File: config.mk
export PLATFORM = sky130hd
export DESIGN_NAME = green_bullet_collision
export DESIGN_NICKNAME = d
export VERILOG_FILES = /design/src/rtl/green_bullet_collision.sv
export SDC_FILE = /design/constraint.sdc
export NUM_CORES = 1
export LEC_CHECK = 0
export ABC_AREA = 1
export BUFFER_PORTS_ARGS = -buffer_cell sky130_fd_sc_hd__buf_2
export CAP_MARGIN = 30
export CORE_MARGIN = 2
export CORE_UTILIZATION = 50
export DETAILED_ROUTE_END_ITERATION = 7
export HOLD_SLACK_MARGIN = 0.08
export PLACE_DENSITY = 0.75
export SETUP_SLACK_MARGIN = 0.05
export SLEW_MARGIN = 25
export SYNTH_ARGS = -nofsm -noshare
export SYNTH_HDL_FRONTEND = slang
export SYNTH_SLANG_ARGS = --single-unit
File: constraint.sdc
create_clock -name Pclk -period 3.3 [get_ports Pclk]
set_input_delay 0.825 -clock Pclk [delete_from_list [all_inputs] [get_ports Pclk]]
set_output_delay 0.825 -clock Pclk [all_outputs]
set_load 0.02 [all_outputs]
File: src/rtl/green_bullet_collision.sv
// green_bullet_collision: heal the player when the heart overlaps the green bullet, then hide the bullet for a number of frames
//   Pclk                 pixel clock, all state on its rising edge
//   rst                  asynchronous active-high reset
//   xx, yy               current pixel position from the VGA timing generator
//   aactive              high during active pixel drawing
//   HeartSpriteOn        heart sprite covers current pixel
//   GreenBulletSpriteOn  green bullet sprite covers current pixel
//   isCollisionGB        high while the bullet is consumed and hidden
//   hp                   current player hit points
//   heal_pulse           one-cycle strobe per accepted hit
//   hit_count            accepted hits since reset, saturating at 255
module green_bullet_collision #(
    parameter int HP_MAX         = 20,
    parameter int HP_INIT        = 10,
    parameter int HEAL_AMOUNT    = 5,
    parameter int RESPAWN_FRAMES = 60
) (
    input  logic       Pclk,
    input  logic       rst,
    input  logic [9:0] xx,
    input  logic [9:0] yy,
    input  logic       aactive,
    input  logic       HeartSpriteOn,
    input  logic       GreenBulletSpriteOn,
    output logic       isCollisionGB,
    output logic [7:0] hp,
    output logic       heal_pulse,
    output logic [7:0] hit_count
);
    typedef enum logic {ARMED, HIDDEN} state_t;
    state_t     state, state_nx;
    logic [7:0] frames, frames_nx, hp_nx, hit_count_nx;
    logic       heal_nx;
    logic       frame_end, overlap;
    logic [8:0] hp_sum;
    assign frame_end = (xx == 10'd639) && (yy == 10'd479);
    assign overlap   = aactive && HeartSpriteOn && GreenBulletSpriteOn;
    // nine bits so a large hp plus the heal cannot wrap before saturation
    assign hp_sum    = {1'b0, hp} + 9'(HEAL_AMOUNT);
    assign isCollisionGB = (state == HIDDEN);
    always_comb begin
        state_nx     = state;
        frames_nx    = frames;
        hp_nx        = hp;
        hit_count_nx = hit_count;
        heal_nx      = 1'b0;
        if (state == ARMED) begin
            if (overlap) begin
                state_nx     = HIDDEN;
                heal_nx      = 1'b1;
                hp_nx        = (hp_sum > 9'(HP_MAX)) ? 8'(HP_MAX) : hp_sum[7:0];
                hit_count_nx = (hit_count == 8'hff) ? hit_count : hit_count + 8'd1;
                frames_nx    = 8'd0;
            end
        end else if (frame_end) begin
            if ({1'b0, frames} + 9'd1 == 9'(RESPAWN_FRAMES)) begin
                state_nx  = ARMED;
                frames_nx = 8'd0;
            end else begin
                frames_nx = frames + 8'd1;
            end
        end
    end
    always_ff @(posedge Pclk or posedge rst) begin
        if (rst) begin
            state      <= ARMED;
            frames     <= 8'd0;
            hp         <= 8'(HP_INIT);
            hit_count  <= 8'd0;
            heal_pulse <= 1'b0;
        end else begin
            state      <= state_nx;
            frames     <= frames_nx;
            hp         <= hp_nx;
            hit_count  <= hit_count_nx;
            heal_pulse <= heal_nx;
        end
    end
endmodule

==> run metrics, run 1 <==
status=finished clean; Buffers & Inverters on Critical Path=1; vias=1,545; Worst Reg2Reg Path Length in Cells=10; WP data arrival=1.08 ns; pwr dens=531 mW/mm^2; post-synthesis area per instance=about 7.3 sq um; data required time of the critical path=about 2.5 ns; total power=1050 uW; HPWL after detailed placement=2430 microns; core region area=about 0.0031 sq mm; vertical die dimension=61.4 microns; worst flop-to-flop path startpoint=hp[0]; Post-Synthesis Cells=227; Max stage delay cell, worst path=sky130_fd_sc_hd__dfstp_2; share of flip-flops with an asynchronous set or reset=100%; area growth from synthesis to layout=19.6%; number of warnings printed during yosys synthesis=0; cell chosen for the clock root=sky130_fd_sc_hd__clkbuf_4; area of the mapped netlist=0.00165 sq mm; destination of the worst register-to-register timing path=hp[3]; maxcap violations=0; Max FO, Critical Path=5; upper clock frequency limit=525 MHz; initial antenna violation count=0; antenna-violating nets left=0; startpoint-to-endpoint class of the critical path=reg -> out; category of the worst setup path capture point=output port; drt first pass iters=4; relative slew slack=75.0%; top_reg_cell synth=sky130_fd_sc_hd__dfrtp_1; placed cell count=between 300 and 400; clock sink total=26; final number of hold-violating endpoints=0; average wire per cell in the routed design=roughly 10 microns; Antenna Cells=0; clock skew=between 0.003 and 0.004 ns; Yosys reg bits=26; Top delay family on crit path=flip-flops; clock-pin slew on the worst setup and hold paths=0.14 ns; largest area contributor in the synthesized netlist=sky130_fd_sc_hd__dfrtp_1; final critical path time including I/O delays and setup=1.91 ns; overall overflow remaining after global route=0; aggregate global-route resource usage=18.3%; DR DRC count=0; Post-synth EDFFs=0; area occupied by multi-input gates=around 860 sq um; TritonCTS Buffers=3; die span in x=61.4 microns; Final Wtd Congestion=0.809; number of gates given a new drive strength after cts=0; R2R Setup Slk=about 1.6 ns; via count normalized by instance count=4.89; sequential cell area=about 650 sq um; number of fill cells=between 300 and 400; commonest cells in the netlist=71 x sky130_fd_sc_hd__nand2_1, 28 x sky130_fd_sc_hd__inv_1, 25 x sky130_fd_sc_hd__nor2_1; GRT met1 Usage=between 20% and 30%; share of the clock period used by the worst path after layout=between 50% and 60%; most frequently used cell type in the post-synthesis netlist=sky130_fd_sc_hd__nand2_1; initial drt markers=between 50 and 60; number of buffers inserted by hold repair at cts=0; Post-Layout Cell Count=316; H-tree depth reported by CTS=1; kind of start point of the critical path=flop; Synth cell types=28; # rows=20; number of buffers inserted to repair setup after CTS=0; post-synth net total=256; classification of the worst-slack hold path=in -> async; total of buffers placed on input and output ports=42; clock tree from TritonCTS=yes; leakage power figure=0.00103 uW; buffers from clock root to sink, at most=2; number of pins with negative max-slew slack in the final report=0; vias in the first global route=~1,300; source-to-sink clock delay at the later pin of the worst-skew pair=0.33 ns; maximum number of pins on one net before global-route repair=27; maximum ir drop on the vdd rail=about 0.34 mV; largest stage delay on the critical path=0.59 ns; cell chain of the critical path=buf_2; Synth top area share=a little over a third; setup repair after global routing missed its margin=no; leading cell types by total area after synthesis=sky130_fd_sc_hd__dfrtp_1 36%, sky130_fd_sc_hd__nand2_1 16%, sky130_fd_sc_hd__nand3_1 7.3%, sky130_fd_sc_hd__inv_1 6.4%, sky130_fd_sc_hd__nor2_1 5.7%; final layout net count=302; slew at the pin closest to its max-slew limit=0.373 ns; I/O pin cnt=43; GR met3 Demand/Resource=1.89%; routing layer with the top usage in global route=met2; effective utilization at floorplan=53.1%; Post-Route Hold Slack=between 0.3 and 0.4 ns; fraction of met2 tracks used by global routing=31.0%; register area share after synthesis=a little under 40%; Routed Wire Length=3110 microns; full die area=0.00377 sq mm; share of post-route cells with drive strength above 1=24.6%; final setup vio count=0; wire length of the first global-routing pass=slightly above 5000 microns; final-layout setup total negative slack=0 ns
[cell families after synthesis]
kind of cell / count (synthesis) / share of synthesized area [%]
simple gates: 148 / 42.1
buf+inv: 32 / 7.90
flops: 26 / 39.6
compound gates: 9 / 3.04
xor+xnor: 8 / 4.25
fa+ha+maj: 4 / 3.04
[cell type report]
cell class                 instances  share of cell area, %
clock buffer                       3                   1.14
clock inverter                     1                   1.52
inverter                          30                   6.10
multi-input combinational        169                   43.9
sequential                        26                   33.1
tap                               44                   2.79
timing repair buffer              43                   11.4
[worst max path at each step]
stage / slack (ns) / endpoint / cells after the start / from
floorplan: 1.59 / frames[4] / 9 / yy[8]
global route: 1.32 / hp[3] / 1 / hp[3]
detailed placement: 1.23 / hit_count[6] / 10 / HeartSpriteOn
finish: 1.39 / hp[3] / 1 / hp[3]
global placement: 1.27 / hit_count[6] / 10 / HeartSpriteOn
CTS: 1.38 / hp[3] / 1 / hp[3]
[power breakdown]
part | leakage (uW) | switching [uW] | internal [uW]
clock network | 0.0000279 | 98.1 | 123
registers | 0.000333 | 69.0 | 384
logic | 0.000670 | 239 | 134
[sequential cells by signal (all words and copies together), names as in the netlist]
signal and flops:
frames 8, hit_count 8, hp 8, heal_pulse 1, isCollisionGB 1
[metal layers]
layer,part of all wire (%),wire [microns]
met5,0,0
met4,1.6,49
met3,4.1,129
met2,45,1390
met1,50,1540
[cells in the final DEF, fill, tap and decap left out, types with 3 or more instances in the layout]
cell                       instances
sky130_fd_sc_hd__nand2_1          71
sky130_fd_sc_hd__buf_2            42
sky130_fd_sc_hd__inv_1            27
sky130_fd_sc_hd__nor2_1           25
sky130_fd_sc_hd__nand3_1          24
sky130_fd_sc_hd__dfrtp_1          24
sky130_fd_sc_hd__nand4_1           6
sky130_fd_sc_hd__xnor2_1           5
sky130_fd_sc_hd__nor2_2            4
sky130_fd_sc_hd__ha_1              4
sky130_fd_sc_hd__nand2_2           3
sky130_fd_sc_hd__nand3_2           3
sky130_fd_sc_hd__xor2_1            3
sky130_fd_sc_hd__o21ai_1           3
sky130_fd_sc_hd__a21oi_1           3
sky130_fd_sc_hd__clkbuf_4          3
[metrics by stage]
stage	setup WS [ns]	instance area, sq um	utilization [%]
after CTS	1.38	1960	63.0
after detailed placement	1.23	1900	61.3
after global placement	1.27	1900	61.3
after global routing	1.32	1970	63.5
final	1.39	1970	63.5
after floorplan	1.59	1650	-
(Power assumes the default switching activity.)
==> run 2, diff against run 1 <==
ABC_AREA = 0   (was 1)
CORE_UTILIZATION = 46   (was 50)
PLACE_DENSITY = 0.74   (was 0.75)
clock period = 1.6 ns   (was 3.3 ns; I/O delays follow)
==> run metrics, run 2 <==
Post-Route Hold Slack=0.117 ns; startpoint-to-endpoint class of the critical path=reg -> reg; Post-Synthesis Cells=149; post-synthesis area per instance=10.1 sq um; total power=2180 uW; aggregate global-route resource usage=22.6%; post-synth net total=178; Worst Reg2Reg Path Length in Cells=6; drt first pass iters=4; commonest cells after routing, fill and taps aside=40 x sky130_fd_sc_hd__buf_2, 29 x sky130_fd_sc_hd__buf_4, 22 x sky130_fd_sc_hd__dfrtp_1, 14 x sky130_fd_sc_hd__nand2_1, 7 x sky130_fd_sc_hd__nand4_1; via count normalized by instance count=5.58; Antenna Cells=0; top_reg_cell synth=sky130_fd_sc_hd__dfrtp_1; leading cell type in the layout, fill and taps excluded=sky130_fd_sc_hd__buf_2; clock skew=0.00492 ns; Max FO, Critical Path=8; buffers from clock root to sink, at most=2; wire length of the first global-routing pass=6320 microns; number of buffers inserted by hold repair at cts=0; category of the worst setup path capture point=flop; pwr dens=approximately 1000 mW/mm^2; maximum number of pins on one net before global-route repair=27; TritonCTS Buffers=3; # rows=20; Final Wtd Congestion=0.886; vias=roughly 1,500; final critical path time including I/O delays and setup=between 1.5 and 2 ns; final setup vio count=9; full die area=roughly 0.0037 sq mm; upper clock frequency limit=538 MHz; compound-gate portion of the synthesized area=14.2%; most frequently used cell type in the post-synthesis netlist=sky130_fd_sc_hd__dfrtp_1; vias in the first global route=~1,400; WP data arrival=around 2.1 ns; HPWL after detailed placement=2830 microns; placed cell count=254; register area share after synthesis=about 44%; clock tree from TritonCTS=yes; antenna-violating nets left=0; share of the clock period used by the worst path after layout=116%; setup repair after global routing missed its margin=yes; clock-pin slew on the worst setup and hold paths=approximately 0.14 ns; slew at the pin closest to its max-slew limit=around 0.59 ns; number of pins with negative max-slew slack in the final report=0; largest family of logic cells by synthesized area=simple AND/OR/NAND/NOR gates; initial antenna violation count=0; total of buffers placed on input and output ports=42; core region area=0.00308 sq mm; area growth from synthesis to layout=45.7%; destination of the worst register-to-register timing path=frames[4]; kind of start point of the critical path=flop; largest registers=frames: 8 flops, hit_count: 8 flops, hp: 8 flops; share of post-route cells with drive strength above 1=between 50 and 60%; R2R Setup Slk=-0.26 ns; cell chosen for the clock root=sky130_fd_sc_hd__clkbuf_4; vertical die dimension=61.1 microns; violations in the final reports=negative setup slack; relative slew slack=60.4%; Post-Layout Cell Count=roughly 270; xor and xnor fraction of the mapped netlist area=4.67%; final layout net count=254; Routed Wire Length=slightly below 4000 microns; number of warnings printed during yosys synthesis=0; status=complete, but fails checks; DR DRC count=0; Post-synth EDFFs=0; leakage power figure=0.00104 uW; overall overflow remaining after global route=0; maximum ir drop on the vdd rail=just over 0.7 mV; average wire per cell in the routed design=14.7 microns; Yosys reg bits=26; area fraction in and, or, nand and nor cells after synthesis=30.6%; data required time of the critical path=between 1.5 and 2 ns; Worst Setup Slack, final=-0.259 ns; effective utilization at floorplan=48.8%; classification of the worst-slack hold path=in -> async; initial drt markers=55; I/O pin cnt=43; mux cell area share after synthesis=less than 1%; H-tree depth reported by CTS=1; clock sink total=26; largest area contributor in the synthesized netlist=sky130_fd_sc_hd__dfrtp_1; source-to-sink clock delay at the later pin of the worst-skew pair=0.32 ns; leading cell types by total area after synthesis=sky130_fd_sc_hd__dfrtp_1 40%, sky130_fd_sc_hd__nand2_1 3.8%, sky130_fd_sc_hd__dfstp_2 3.5%, sky130_fd_sc_hd__ha_1 3.3%, sky130_fd_sc_hd__nand4_1 2.9%; final number of hold-violating endpoints=0; share of flip-flops with an asynchronous set or reset=100%; die span in x=approximately 61 microns; final-layout setup total negative slack=-1.60 ns; Synth cell types=39; worst flop-to-flop path startpoint=frames[1]; synthesized-area fraction occupied by adder cells=3.33%; fraction of the core area covered by cells at the end of the flow=71.1%; maxcap violations=0; Synth top area share=40.0%; area of the mapped netlist=between 0.0015 and 0.002 sq mm; commonest cells in the netlist=24 x sky130_fd_sc_hd__dfrtp_1, 15 x sky130_fd_sc_hd__nand2_1, 8 x sky130_fd_sc_hd__nor2_1
==> run 2: cell count changes in the layout (fill, tap and decap cells not counted), moves of 5 or more <==
cell,change
sky130_fd_sc_hd__nand4b_1,+5
sky130_fd_sc_hd__nor2_1,-19
sky130_fd_sc_hd__buf_4,+29
sky130_fd_sc_hd__inv_1,-22
sky130_fd_sc_hd__nand3_1,-19
sky130_fd_sc_hd__nor4_2,+5
sky130_fd_sc_hd__nand2_1,-57
==> run 2: worst max-delay path by stage <==
stage,startpoint,to,slack (ns),cells after the start
after global placement,frames[1],frames[5],-0.24,6
after CTS,frames[1],frames[4],-0.22,6
after global routing,frames[1],frames[3],-0.31,6
after floorplan,frames[0],frames[4],-0.18,7
final,frames[1],frames[4],-0.26,6
after detailed placement,frames[1],frames[4],-0.35,6
==> run 2: cells by family after synthesis <==
group           count (synthesis)
flops                          26
buf+inv                         8
fa+ha+maj                       4
simple gates                   73
mux                             1
compound gates                 29
xor+xnor                        8
==> run 2: cell type report <==
class	instances	area [sq um]
clock buffers	4	36.3
fillers	246	891
inverters	6	25.0
multi-input cells	115	952
flip-flops and latches	26	656
well taps	44	55.1
repair buffers	73	463
==> run 2: critical path, cell delays in order (launching register included) <==
cell                        delay (ns)
sky130_fd_sc_hd__dfrtp_1          0.44
sky130_fd_sc_hd__ha_4             0.20
sky130_fd_sc_hd__nand2b_4         0.16
sky130_fd_sc_hd__a2111oi_4        0.30
sky130_fd_sc_hd__and4_4           0.34
sky130_fd_sc_hd__nor4_1           0.07
sky130_fd_sc_hd__a211o_1          0.27
==> run 2: power breakdown <==
group	switching (uW)	total, uW	internal (uW)
clock	197	336	139
sequential	159	933	773
combinational	464	911	446
total	820	2180	1360
==> run 2: routing by layer <==
layer,vias up,routed length (microns),global-route usage (%)
li1,707,-,-
met1,753,1660,30.5
met2,31,2120,39.2
met3,4,126,2.52
met4,0,34,5.28
met5,-,0,0
==> run 2: repair_timing <==
| item | CTS | global route |
|---|---|---|
| endpoints found under the setup margin | 16 | 19 |
| setup buffers | 3 | 7 |
| resized for setup | 12 | 17 |
| pin swaps | 8 | 8 |
==> run 2: stage by stage <==
step / area (sq um) / worst slack, ns
6_report: 2190 / -0.259
5_1_grt: 2190 / -0.313
4_1_cts: 2060 / -0.224
3_5_place_dp: 1950 / -0.349
3_3_place_gp: 1950 / -0.242
2_1_floorplan: 1550 / -0.180
